$ cat src/rtl/high_score_tracker.sv
// -----------------------------------------------------------------------------
// high_score_tracker
//
// Post-game leaderboard stage. On an end-of-game strobe it snapshots the six
// per-user scores, scans them one per clock, and then publishes the best score
// and the index of the user who holds it. A timed "new record" flag is raised
// whenever the published best score goes up.
//
// Ports:
//   clk          system clock, rising edge
//   rst          asynchronous, active-high reset
//   scan_req     single-cycle start strobe (accepted only in IDLE)
//   score0..5    stored 8-bit unsigned score of users 0..5
//   busy         high while a scan or commit is pending (state != IDLE)
//   done         one-cycle pulse when results are committed
//   best_score   highest score found by the last completed scan
//   best_user    index 0..5 of the holder, 3'd7 = no holder
//   new_record   high for HOLD_CYCLES cycles after a commit that raised
//                best_score
// -----------------------------------------------------------------------------
module high_score_tracker #(
    parameter int NUM_USERS   = 6,
    parameter int HOLD_CYCLES = 50_000_000
) (
    input  logic       clk,
    input  logic       rst,
    input  logic       scan_req,
    input  logic [7:0] score0,
    input  logic [7:0] score1,
    input  logic [7:0] score2,
    input  logic [7:0] score3,
    input  logic [7:0] score4,
    input  logic [7:0] score5,
    output logic       busy,
    output logic       done,
    output logic [7:0] best_score,
    output logic [2:0] best_user,
    output logic       new_record
);

    localparam int         CNT_W     = (HOLD_CYCLES > 1) ? $clog2(HOLD_CYCLES) : 1;
    localparam logic [CNT_W-1:0] HOLD_LOAD = CNT_W'(HOLD_CYCLES - 1);
    localparam logic [2:0] LAST_IDX  = 3'(NUM_USERS - 1);
    localparam logic [2:0] NO_USER   = 3'd7;

    typedef enum logic [1:0] {
        IDLE   = 2'd0,
        SCAN   = 2'd1,
        COMMIT = 2'd2
    } state_t;

    state_t           r_state;
    logic [7:0]       r_snap [0:NUM_USERS-1];
    logic [2:0]       r_idx;
    logic [7:0]       r_run_max;
    logic [2:0]       r_run_user;
    logic [CNT_W-1:0] r_hold_cnt;
    logic [7:0]       w_cur;

    assign w_cur = r_snap[r_idx];
    assign busy  = (r_state != IDLE);

    always_ff @(posedge clk or posedge rst) begin
        if (rst) begin
            r_state    <= IDLE;
            r_idx      <= 3'd0;
            r_run_max  <= 8'd0;
            r_run_user <= NO_USER;
            r_hold_cnt <= '0;
            for (int i = 0; i < NUM_USERS; i++) r_snap[i] <= 8'd0;
            best_score <= 8'd0;
            best_user  <= NO_USER;
            done       <= 1'b0;
            new_record <= 1'b0;
        end else begin
            done <= 1'b0;

            // Hold timer; a commit below may override this with a reload.
            if (new_record) begin
                if (r_hold_cnt == '0) new_record <= 1'b0;
                else                  r_hold_cnt <= r_hold_cnt - CNT_W'(1);
            end

            case (r_state)
                IDLE: begin
                    if (scan_req) begin
                        r_snap[0]  <= score0;
                        r_snap[1]  <= score1;
                        r_snap[2]  <= score2;
                        r_snap[3]  <= score3;
                        r_snap[4]  <= score4;
                        r_snap[5]  <= score5;
                        r_idx      <= 3'd0;
                        r_run_max  <= 8'd0;
                        r_run_user <= NO_USER;
                        r_state    <= SCAN;
                    end
                end
                SCAN: begin
                    // Strict compare: on ties the lowest index keeps the lead,
                    // and an all-zero snapshot leaves the holder at NO_USER.
                    if (w_cur > r_run_max) begin
                        r_run_max  <= w_cur;
                        r_run_user <= r_idx;
                    end
                    if (r_idx == LAST_IDX) r_state <= COMMIT;
                    else                   r_idx   <= r_idx + 3'd1;
                end
                COMMIT: begin
                    // Results always overwrite, even when lower than before.
                    best_score <= r_run_max;
                    best_user  <= r_run_user;
                    done       <= 1'b1;
                    if (r_run_max > best_score) begin
                        new_record <= 1'b1;
                        r_hold_cnt <= HOLD_LOAD;
                    end
                    r_state <= IDLE;
                end
                default: r_state <= IDLE;
            endcase
        end
    end

endmodule

$ cat config.mk
export PLATFORM = sky130hd
export DESIGN_NAME = high_score_tracker
export DESIGN_NICKNAME = d
export VERILOG_FILES = /design/src/rtl/high_score_tracker.sv
export SDC_FILE = /design/constraint.sdc
export NUM_CORES = 1
export LEC_CHECK = 0
export ABC_AREA = 1
export CORE_UTILIZATION = 63
export CTS_BUF_LIST = sky130_fd_sc_hd__clkbuf_8
export CTS_CLUSTER_SIZE = 40
export DETAILED_ROUTE_END_ITERATION = 8
export PLACE_DENSITY = 0.92
export SYNTH_ARGS = -nofsm -noshare
export SYNTH_HDL_FRONTEND = slang
export SYNTH_SLANG_ARGS = --single-unit
$ cat constraint.sdc
create_clock -name clk -period 5 [get_ports clk]
set_input_delay 0.5 -clock clk [delete_from_list [all_inputs] [get_ports clk]]
set_output_delay 0.5 -clock clk [all_outputs]
set_load 0.02 [all_outputs]
==> flow_summary.json <==
{
  "status": "complete, no violations",
  "synthTopCellsByArea": "dfrtp_1 (43%), nand2_1 (18%), o21ai_0 (4.6%), ha_1 (4.3%), nand3_1 (4.1%)",
  "cp_slowest_cell": "dfrtp_1",
  "die_area_sq_um": 9240,
  "die_y_um": 96.1,
  "fin_crit_sh_pct": 71.5,
  "min_path_type": "reg2reg",
  "detail_route.wirelength.met1_um": 5700,
  "synthDistinctLibCells": 34,
  "drive_above_1_share_pct": 7.26,
  "crit_path_end_kind": "register",
  "cts_setup_buffers": 0,
  "cpPeakStageDelay_ns": 0.90,
  "grt_max_degree": 69,
  "gp_congestion": 0.952,
  "grt_usage_pct": 30.7,
  "start_kind": "register",
  "fin_total_pwr_w": 0.00367,
  "required_ns": 5.26,
  "cap_violations": 0,
  "criticalPathCategory": "reg2reg",
  "wl_met2_um": 6310,
  "clkSinkCount": 103,
  "peakVddDrop_mv": 0.368,
  "first_global_vias": 4718,
  "rsz0062_at_grt": "no",
  "seq_area_frac_synth_pct": 46.3,
  "ys_ff_latch": 103,
  "worst_pin_slew_ns": 0.877,
  "hpwl_um": 9480,
  "skew_ns": 0.0114,
  "finalMaxSlewViolations": 0,
  "yosys_warnings": 0,
  "clock_path_buffers": 2,
  "grt_overflow": 0,
  "slew_headroom_pct": 41.4,
  "postCtsHoldBufs": 0,
  "htreeDepth": 3,
  "wire_per_inst_um": 14.6,
  "setup_viol": 0,
  "root_buffer": "clkbuf_8",
  "synth_top_area_share_pct": 43.5,
  "finalHoldViolations": 0,
  "wl_um": 13000,
  "final_nets": 850,
  "rows": 33,
  "crit_chain": "inv_1, o21ai_0, o22ai_1, nand2_1, nand2_1, ha_1, nand2_1, nor2_1, a31oi_1, nand2_1, nand2_1, nand2_1, nand2_1",
  "cp_max_fo": 32,
  "drt_pass1_iterations": 5,
  "syn_inst": 731,
  "drt_iter0_drc": 387,
  "cp_num_buf_inv": 1,
  "p_per_area_nw_per_um2": 570,
  "whs_ns": 0.483,
  "ant_nets": 0,
  "fillers": 596,
  "avgSynthCellArea_sq_um": 7.64,
  "clkLatencyLatePin_ns": 0.37,
  "grt_pass1_wl_um": 21600,
  "cp_common_cell": "nand2_1",
  "top_layer": "met4",
  "die_w_um": 96.1,
  "netlist_area_sq_um": 5580,
  "coreArea_sq_um": 8380,
  "portBuffers": 64,
  "fin_tns_setup_ns": 0,
  "critical_path.top_delay_family": "simple AND/OR/NAND/NOR gates",
  "max_freq_mhz": 280,
  "cts_buffers": 9,
  "yosysTopAreaCell": "dfrtp_1",
  "viasPerCell": 5.62,
  "cts-resized-gates": 0,
  "drc_errors": 0,
  "io-pin-count": 65,
  "vias": 5002,
  "met3_wirelength_um": 781,
  "arrival_ns": 3.84,
  "antenna_found_initial": 0,
  "fin_crit_ns": 3.58,
  "cts.clk_slew.worst_paths_ns": 0.11,
  "syn_to_final_growth_pct": 15.4,
  "tritoncts": "built",
  "synth_fp_nets": 801,
  "p_leak_nw": 3.27,
  "diodes": 0,
  "start_util_pct": 66.6
}
-- state kept, by name, summed over array words and instances, names as in the netlist --
signal,cells
best_score,8
best_user,3
done,1
new_record,1
r_hold_cnt,26
r_idx,3
r_run_max,8
r_run_user,3
r_snap,48
r_state,2
-- cells in the final DEF, fill, tap and decap left out, types with 6 or more instances in the layout --
cell type / synthesis / layout
inv_2: 8 / 8
dfrtp_1: 97 / 97
nor2_2: 11 / 11
o21ai_0: 51 / 51
ha_1: 19 / 19
nor2_1: 56 / 56
nand3_1: 46 / 46
nand3b_1: 6 / 6
clkdlybuf4s50_1: 0 / 64
nand2_1: 265 / 265
inv_1: 59 / 58
dfstp_2: 6 / 6
o21a_1: 8 / 8
a21oi_1: 24 / 24
clkbuf_8: 0 / 9
o211ai_1: 6 / 6
-- routing by layer --
layer	vias up	track usage, %
li1	2422	-
met1	2344	40.9
met2	213	52.1
met3	23	5.29
met4	0	7.96
met5	-	0
-- report_power, final --
group	total (W)	internal (W)	switching, W
logic	0.00167	0.000620	0.00105
clock network	0.000556	0.000242	0.000313
registers	0.00144	0.00117	0.000272
total	0.00367	0.00203	0.00164
-- kinds of logic (layout without fill, tap and decap cells) --
family                     count (synthesis)  count (layout)  share of synthesized area, %
and+or+nand+nor                          405             405                          31.0
DFF                                      103             103                          46.3
AOI/OAI and AO/OA                        101             101                          10.2
buffers and inverters                     95             149                          7.04
adders and majority gates                 19              19                          4.26
xor gates and xnor gates                   8               8                          1.26
-- synthesized netlist by cell type, drive strengths merged --
| cell type | count |
|---|---|
| o21bai | 3 |
| dfstp | 6 |
| clkbuf | 17 |
| buf | 11 |
| o22ai | 2 |
| nor3 | 6 |
| a21oi | 26 |
| ha | 19 |
| nand2 | 271 |
| xor2 | 4 |
| dfrtp | 97 |
| nor2 | 70 |
| nand3 | 46 |
| nand4 | 6 |
| o211ai | 6 |
| o21ai | 55 |
| o21a | 8 |
| nand3b | 6 |
| inv | 67 |
| a31oi | 1 |
| xnor2 | 4 |
-- tightest hold or removal path: cells and delay by family, from the launching register on --
family	cells	cell delay, ns
flip-flops	1	0.39
AND/OR/NAND/NOR	2	0.11
-- through the flow --
step / cell area (sq um) / std cells / utilization [%] / setup WS [ns]
finish: 6440 / 890 / 76.8 / 1.42
global route: 6440 / 890 / 76.8 / 1.08
CTS: 6440 / 890 / 76.8 / 1.49
detailed placement: 6230 / 874 / 74.3 / 1.52
global placement: 6230 / 874 / 74.3 / 1.74
floorplan: 5580 / 731 / - / 1.81
-- final cells by class --
class                      count  area (sq um)  share of cell area, %
sequential                   103          2580                   40.1
inverter                      67           254                   3.94
timing repair buffer          66           656                   10.2
multi-input combinational    533          2600                   40.4
tap                          105           131                   2.04
clock buffer                   9           124                   1.92
clock inverter                 7          85.1                   1.32
-- worst paths after layout --
| path | from | end | slack, ns | depth (start not counted) |
|---|---|---|---|---|
| min in group asynchronous | rst | r_snap[25] | 0.63 | 2 |
| hold reg to reg | r_run_user[1] | best_user[1] | 0.48 | 2 |
| setup reg to reg | r_idx[0] | r_run_max[7] | 1.42 | 13 |
| setup / recovery | r_idx[0] | r_run_max[7] | 1.42 | 13 |
| max in group asynchronous | rst | r_hold_cnt[20] | 3.41 | 3 |
| hold / removal | r_run_user[1] | best_user[1] | 0.48 | 2 |
Note: power is estimated with default switching activity, not from simulation.
